<file path="config.mk">
export PLATFORM = sky130hd
export DESIGN_NAME = instr_loader
export DESIGN_NICKNAME = d
export VERILOG_FILES = /design/src/rtl/instr_loader.sv
export SDC_FILE = /design/constraint.sdc
export NUM_CORES = 1
export LEC_CHECK = 0
export CELL_PAD_IN_SITES_DETAIL_PLACEMENT = 1
export CELL_PAD_IN_SITES_GLOBAL_PLACEMENT = 1
export CORE_MARGIN = 2
export CORE_UTILIZATION = 42
export DETAILED_ROUTE_END_ITERATION = 10
export PLACE_DENSITY = 0.95
export SYNTH_ARGS = -nofsm -noshare
export SYNTH_HDL_FRONTEND = slang
export SYNTH_SLANG_ARGS = --single-unit
export TNS_END_PERCENT = 10
</file>
<file path="constraint.sdc">
create_clock -name clk -period 3.48 [get_ports clk]
set_input_delay 0.348 -clock clk [delete_from_list [all_inputs] [get_ports clk]]
set_output_delay 0.348 -clock clk [all_outputs]
set_load 0.05 [all_outputs]
</file>
<file path="src/rtl/instr_loader.sv">
// instr_loader: packs a host byte stream into 16-bit instructions (high byte
// first) and writes them to sequential instruction-memory addresses from 0,
// keeping a running 16-bit checksum of every written word.
module instr_loader #(
  parameter int DEPTH = 256,
  parameter int AW    = 8
) (
  input  logic          clk,
  input  logic          rst,
  input  logic          load_start,
  input  logic [AW:0]   load_len,
  input  logic [7:0]    byte_in,
  input  logic          byte_valid,
  output logic          byte_ready,
  output logic          wr_en,
  output logic [15:0]   wr_addr,
  output logic [15:0]   wr_data,
  output logic          busy,
  output logic          done,
  output logic [15:0]   checksum
);

  typedef enum logic [2:0] {
    ST_IDLE  = 3'd0,
    ST_HI    = 3'd1,
    ST_LO    = 3'd2,
    ST_WRITE = 3'd3,
    ST_DONE  = 3'd4
  } state_e;

  localparam logic [AW:0] DEPTH_W = (AW+1)'(DEPTH);
  localparam logic [AW:0] ONE_W   = (AW+1)'(1);

  state_e        state_q, state_d;
  logic [AW:0]   len_q, len_d;
  logic [AW-1:0] cnt_q, cnt_d;
  logic [7:0]    hi_q, hi_d;
  logic [15:0]   wr_addr_q, wr_addr_d;
  logic [15:0]   wr_data_q, wr_data_d;
  logic [15:0]   checksum_q, checksum_d;
  logic          byte_ready_q, byte_ready_d;
  logic          wr_en_q, wr_en_d;
  logic          busy_q, busy_d;
  logic          done_q, done_d;

  logic [AW:0]   len_clamp_s;
  logic          handshake_s;

  assign len_clamp_s = (load_len > DEPTH_W) ? DEPTH_W : load_len;
  assign handshake_s = byte_valid && byte_ready_q;

  // Next-state and datapath updates; status outputs derive from the next state
  // so they are registered and valid in the same cycle as the state they flag.
  always_comb begin
    state_d    = state_q;
    len_d      = len_q;
    cnt_d      = cnt_q;
    hi_d       = hi_q;
    wr_addr_d  = wr_addr_q;
    wr_data_d  = wr_data_q;
    checksum_d = checksum_q;
    case (state_q)
      ST_IDLE: begin
        if (load_start) begin
          len_d      = len_clamp_s;
          cnt_d      = '0;
          checksum_d = 16'h0000;
          state_d    = (len_clamp_s == '0) ? ST_DONE : ST_HI;
        end else begin
          state_d = ST_IDLE;
        end
      end
      ST_HI: begin
        if (handshake_s) begin
          hi_d    = byte_in;
          state_d = ST_LO;
        end else begin
          state_d = ST_HI;
        end
      end
      ST_LO: begin
        if (handshake_s) begin
          wr_addr_d = {{(16-AW){1'b0}}, cnt_q};
          wr_data_d = {hi_q, byte_in};
          state_d   = ST_WRITE;
        end else begin
          state_d = ST_LO;
        end
      end
      ST_WRITE: begin
        checksum_d = checksum_q + wr_data_q;
        if ({1'b0, cnt_q} == (len_q - ONE_W)) begin
          state_d = ST_DONE;
        end else begin
          cnt_d   = cnt_q + {{(AW-1){1'b0}}, 1'b1};
          state_d = ST_HI;
        end
      end
      ST_DONE: begin
        state_d = ST_IDLE;
      end
      default: begin
        state_d = ST_IDLE;
      end
    endcase
    byte_ready_d = (state_d == ST_HI) || (state_d == ST_LO);
    wr_en_d      = (state_d == ST_WRITE);
    busy_d       = (state_d != ST_IDLE);
    done_d       = (state_d == ST_DONE);
  end

  // State and datapath registers; reset overrides everything and aborts a load.
  always_ff @(posedge clk) begin
    if (rst) begin
      state_q      <= ST_IDLE;
      len_q        <= '0;
      cnt_q        <= '0;
      hi_q         <= 8'h00;
      wr_addr_q    <= 16'h0000;
      wr_data_q    <= 16'h0000;
      checksum_q   <= 16'h0000;
      byte_ready_q <= 1'b0;
      wr_en_q      <= 1'b0;
      busy_q       <= 1'b0;
      done_q       <= 1'b0;
    end else begin
      state_q      <= state_d;
      len_q        <= len_d;
      cnt_q        <= cnt_d;
      hi_q         <= hi_d;
      wr_addr_q    <= wr_addr_d;
      wr_data_q    <= wr_data_d;
      checksum_q   <= checksum_d;
      byte_ready_q <= byte_ready_d;
      wr_en_q      <= wr_en_d;
      busy_q       <= busy_d;
      done_q       <= done_d;
    end
  end

  assign byte_ready = byte_ready_q;
  assign wr_en      = wr_en_q;
  assign wr_addr    = wr_addr_q;
  assign wr_data    = wr_data_q;
  assign busy       = busy_q;
  assign done       = done_q;
  assign checksum   = checksum_q;

endmodule

</file>
Yosys cells after proc, flatten, opt, wreduce, memory -nomap -nowiden
Cells that the tools add are included.
- bits in registers: 72
- latch bits: 0
- RAM bits: 0
- ROM bits: 0
- input port bits: 21
- logic and storage cells: 48
- memories kept: 0
- add/subtract/negate cells: 3
- multipliers: 0
- divide/modulo/power cells: 0
- order comparisons: 1
- equality and inequality tests: 10
- shift-type cells: 0
- muxes and demuxes: 12
- bitwise operators: 0
- reductions and logical operators: 11
- operators by type and width (cell ; number):
    one-hot mux 16 bit (2 select lines) ; 1
    adder 16 bit ; 1
    two-way mux 16 bit ; 1
    two-way mux 8 bit ; 2
    one-hot mux 8 bit (2 select lines) ; 1
    equality test 3 x 2 -> 1 bit (second input constant) ; 4
    one-hot mux 3 bit (4 select lines) ; 1
    equality test 8 x 9 -> 1 bit ; 1
    > comparator 9 bit (second input constant) ; 1
    zero test 9 bit ; 1
    two-way mux 3 bit ; 3
    two-way mux 9 bit ; 1
    subtractor 9 x 1 -> 9 bit (second input constant) ; 1
    adder 8 x 1 -> 8 bit (second input constant) ; 1
    AND reduction 2 bit ; 4
    equality test 3 x 1 -> 1 bit (second input constant) ; 2
    inequality test 2 bit (second input constant) ; 2
    equality test 3 bit (second input constant) ; 1
    zero test 3 bit ; 1
    AND reduction 3 bit ; 1
    nonzero test 3 bit ; 1
    two-way mux 2 bit ; 1
    nonzero test 2 bit ; 1
    logical AND 1 bit ; 1
    other kinds (2) ; 2

Logic depth before layout (Yosys ltp)
- depth in word-level cells: 8
- gate-level depth with buffers: 11
- depth with buffers taken out: 9

Worst setup path before layout
Ideal clock, no wire load.
- path kind: register to register
- start point: register wr_data_q[0], in the netlist wr_data[0]
- end point: register checksum_q[14], in the netlist checksum[14]
- setup time: 0.130 ns
- arrival time: 2.401 ns
- required time: 3.350 ns
- setup slack: 0.949 ns
- stages on the path, launching flop included: 10
- buffers on the path: 0
- clock period less this slack: 2.531 ns
- cell sequence: dfxtp_1 ha_1 fa_1 a21o_1 a21oi_1 o21bai_1 a2111oi_2 o41ai_1 xnor2_1 o21ai_0
- longest elaborated chain between the ends: 2
- RTL lines (element ; RTL line ; source):
    from (decl) ; 39 ; logic [15:0] wr_data_q, wr_data_d;
    from (signal assigned) ; 132 ; wr_data_q <= wr_data_d;
    adder 16 bit ; 91 ; checksum_d = checksum_q + wr_data_q;
    one-hot mux 16 bit (2 select lines) ; 62 ; case (state_q)
    to (signal assigned) ; 133 ; checksum_q <= checksum_d;
    to (decl) ; 40 ; logic [15:0] checksum_q, checksum_d;
No other way between the ends.
A chain may end at the register's enable or synchronous reset.

Worst setup path after layout
Ends and elaborated chain as after synthesis.

==> Implementation_results.wiki <==
{| class="wikitable"
! Metric !! Value
|-
| Total power || 1740 uW
|-
| Chip width || 99.6 um
|-
| VDD IR-drop max || 0.194 mV
|-
| Required time at the endpoint of the critical path || 3700 ps
|-
| Starting utilization of the core area || 43.6%
|-
| Fmax || 383 MHz
|-
| First-pass iteration count of the detailed router || 4
|-
| Unique cell type count in the Yosys netlist || 56
|-
| RR Endpoint || checksum[14]
|-
| Sum of routed wire length over all layers || 11700 um
|-
| Leading cell type in the layout, fill and taps excluded || sky130_fd_sc_hd__nand2_1
|-
| Period Utilization, post-route || between 70% and 80%
|-
| Max-capacitance violation count || 0
|-
| Root buffer cell || sky130_fd_sc_hd__clkbuf_8
|-
| Clock-pin slew on the worst setup and hold paths || 80 ps
|-
| Start of the worst register-to-register path || wr_data[0]
|-
| Gate count after technology mapping || 469
|-
| Worst-case clock buffer depth || 2
|-
| Core Region || 8810 um2
|-
| Outcome || finished clean
|-
| Hold buffer count at CTS || 0
|-
| Warning count from the yosys run || 0
|-
| Weighted congestion at the end of routability-driven global placement || ~0.86
|-
| Fraction of layout cells with a size suffix above 1 || 7.02%
|-
| Area of the mapped netlist || around 3800 um2
|-
| Chip Height || 99.6 um
|-
| Die outline area || roughly 9900 um2
|-
| DRC viols || 0
|-
| CP max FO || 3
|-
| Worst setup slack for register-to-register paths || 870 ps
|-
| Ports placed on the boundary || 73
|-
| Final antenna-violating net count || 0
|-
| DR vias || roughly 3600
|-
| Count of flip-flops with a built-in enable after synthesis || 0
|-
| Leakage power of the design || between 0.0015 and 0.002 uW
|-
| Dominant register cell in the synthesized netlist || sky130_fd_sc_hd__dfxtp_1
|-
| Flip-flop and latch count after synthesis || 72
|-
| Clock Sinks || 72
|-
| Vias in the first global route || 3845
|-
| Endpoint kind of the worst setup timing path || flip-flop
|-
| Average wire length per cell after detail routing || between 15 and 20 um
|-
| Maximum level of the CTS H-tree || 3
|-
| Fraction of registers with async set/reset || 0%
|-
| Min Hold Slack || 457 ps
|-
| First-pass GRT wire length || approximately 19000 um
|-
| Tmin final || 2610 ps
|-
| Diode insertion count for antenna repair || 0
|-
| Clock Skew || 7.36 ps
|-
| Post-detailed-route via-to-cell ratio || 5.65
|-
| Crit-path leading delay family || compound AO/OA/AOI/OAI gates
|-
| Sequential fraction of the synthesis area || 37.5%
|-
| Number of stages on the worst hold path || 2
|-
| Post-CTS repair timing setup buffer count || 0
|-
| Most used cells in the layout excluding fill and tap cells || sky130_fd_sc_hd__nand2_1, sky130_fd_sc_hd__dfxtp_1, sky130_fd_sc_hd__clkdlybuf4s50_1
|-
| Total of fill cells in the finished design || around 1100
|-
| Number of pins with negative max-slew slack in the final report || 0
|-
| Total grt overflow || 0
|-
| Final setup viols || 0
|-
| Worst hold start || wr_addr[4]
|-
| Maximum number of pins on one net before global-route repair || 48
|-
| Data arrival time of the critical path || 2830 ps
|-
| Count of instances resized after the clock tree is built || 0
|-
| Synth Area per Inst || 8.19 um2
|-
| Final sum of negative setup slack || 0 ps
|-
| Cell depth of the worst flop-to-flop path || 9
|-
| Cell Pwr Density || 368 nW/um2
|-
| Sequence of cells on the critical path || ha_1 > fa_1 > a21o_1 > a21oi_1 > o21bai_1 > a2111oi_2 > o41ai_1 > xnor2_1 > o21ai_0
|-
| Number of hold-slack violations in the final timing report || 0
|-
| Final Util || 53.6%
|-
| Overall track demand over capacity in global routing || about a quarter
|-
| Layout overhead on the synthesized area || 23.0%
|-
| DR iter-0 viols || 90
|-
| Clock latency on the worst-skew pair || 350 ps
|-
| Clock tree from TritonCTS || built
|-
| Worst Path Class, Setup || reg2reg
|-
| Std-Cell Rows || 34
|-
| Slowest cell on the critical path || sky130_fd_sc_hd__a2111oi_2
|-
| Initial antenna violation count || 0
|-
| Worst Hold Path EP || wr_addr[4]
|-
| TritonCTS Buffers || 9
|-
| Worst-Margin Slew || between 900 and 1000 ps
|-
| Startpoint kind of the worst setup timing path || flip-flop
|-
| Estimated wirelength of the detail-placed design || roughly 8400 um
|-
| Net total in the final layout || 561
|-
| Headroom to the max-slew limit || 34.3%
|-
| Port Buf Inserts || 64
|-
| Buffers & Inverters on Critical Path || 0
|-
| Hold/Removal Path Class || reg2reg
|-
| Delay contributed by the slowest stage of the critical path || 550 ps
|-
| Unrepaired setup endpoints after global routing || no
|}
[tightest hold or removal path: cells and delay by family (launching register included)]
kind | cells | cell delay (ps)
compound gates | 1 | 50
simple gates | 1 | 50
flops | 1 | 310
[Yosys cell counts (4+ instances only)]
cell type                  number  share of area, %
sky130_fd_sc_hd__nand3_1       12               1.6
sky130_fd_sc_hd__a21o_1         5              0.98
sky130_fd_sc_hd__mux2i_1       16               4.2
sky130_fd_sc_hd__nor3b_1        5              0.98
sky130_fd_sc_hd__nand2_1       89               8.7
sky130_fd_sc_hd__buf_4          9               1.8
sky130_fd_sc_hd__or3_1          6              0.98
sky130_fd_sc_hd__a21oi_1       60               7.8
sky130_fd_sc_hd__dfxtp_1       72                38
sky130_fd_sc_hd__xnor2_1       12               2.7
sky130_fd_sc_hd__nand3b_1       8               1.6
sky130_fd_sc_hd__xor2_1        11               2.5
sky130_fd_sc_hd__a211oi_1       5              0.98
sky130_fd_sc_hd__nor3_1        11               1.4
sky130_fd_sc_hd__o21ai_0       13               1.7
sky130_fd_sc_hd__nand4_1        5              0.81
sky130_fd_sc_hd__inv_1          5              0.49
sky130_fd_sc_hd__nor2_1        33               3.2
sky130_fd_sc_hd__o21bai_1       4              0.78
sky130_fd_sc_hd__clkbuf_1      19               1.9
sky130_fd_sc_hd__nor2b_1        4              0.65
sky130_fd_sc_hd__ha_1          17               5.5
[power by group]
group	switching [uW]	internal, uW
Combinational	115	69.4
Clock	331	372
Sequential	14.3	834
[through the flow]
step | worst slack [ps] | std cells | area (um2)
2_1_floorplan | 949 | 476 | 3870
3_3_place_gp | 1010 | 619 | 4520
3_5_place_dp | 874 | 619 | 4520
4_1_cts | 853 | 635 | 4720
5_1_grt | 663 | 635 | 4720
6_report | 870 | 635 | 4720
[logic make-up (layout without fill, tap and decap cells)]
| group | after synthesis | after routing | share of synthesized area (%) |
|---|---|---|---|
| AO/OA/AOI/OAI | 105 | 105 | 16.7 |
| XOR/XNOR | 23 | 23 | 5.25 |
| adder cells (fa/ha/maj) | 18 | 18 | 6.06 |
| buffers and inverters | 40 | 91 | 5.08 |
| flip-flops | 72 | 72 | 37.5 |
| multiplexers | 16 | 16 | 4.17 |
| other | 1 | 8 | 0.0977 |
| AND/OR/NAND/NOR | 194 | 194 | 25.1 |
[per-layer routing]
layer  wire, um  part of all wire, %  global-route usage, %
met2       6030                   52                   44.2
met5          0                    0                      0
met1       5000                   43                   28.6
met3        420                  3.6                   3.94
met4        248                  2.1                   9.69
[registers in the layout, summed over array words and instances (netlist names)]
| register | flops |
|---|---|
| busy | 1 |
| state_q | 3 |
| cnt_q | 8 |
| byte_ready | 1 |
| wr_en | 1 |
| len_q | 9 |
| wr_data | 16 |
| wr_addr | 8 |
| done | 1 |
| checksum | 16 |
| hi_q | 8 |
[worst max path at each step]
stage / startpoint / to / slack (ps) / depth (start not counted)
floorplan: wr_data[0] / checksum[14] / 950 / 9
global placement: wr_data[0] / checksum[14] / 1010 / 9
global route: checksum[0] / checksum[10] / 660 / 9
finish: wr_data[0] / checksum[14] / 870 / 9
CTS: checksum[0] / checksum[14] / 850 / 9
detailed placement: checksum[0] / checksum[14] / 870 / 9
[layout make-up]
class | instances | area [um2] | area share [%]
multi-input combinational | 364 | 2240 | 47.4
tap | 108 | 135 | 2.86
clock inverter | 4 | 51.3 | 1.09
clock buffer | 12 | 155 | 3.28
timing repair buffer | 70 | 681 | 14.4
inverter | 5 | 18.8 | 0.397
sequential | 72 | 1440 | 30.5
Note: power is estimated with default switching activity, not from simulation.
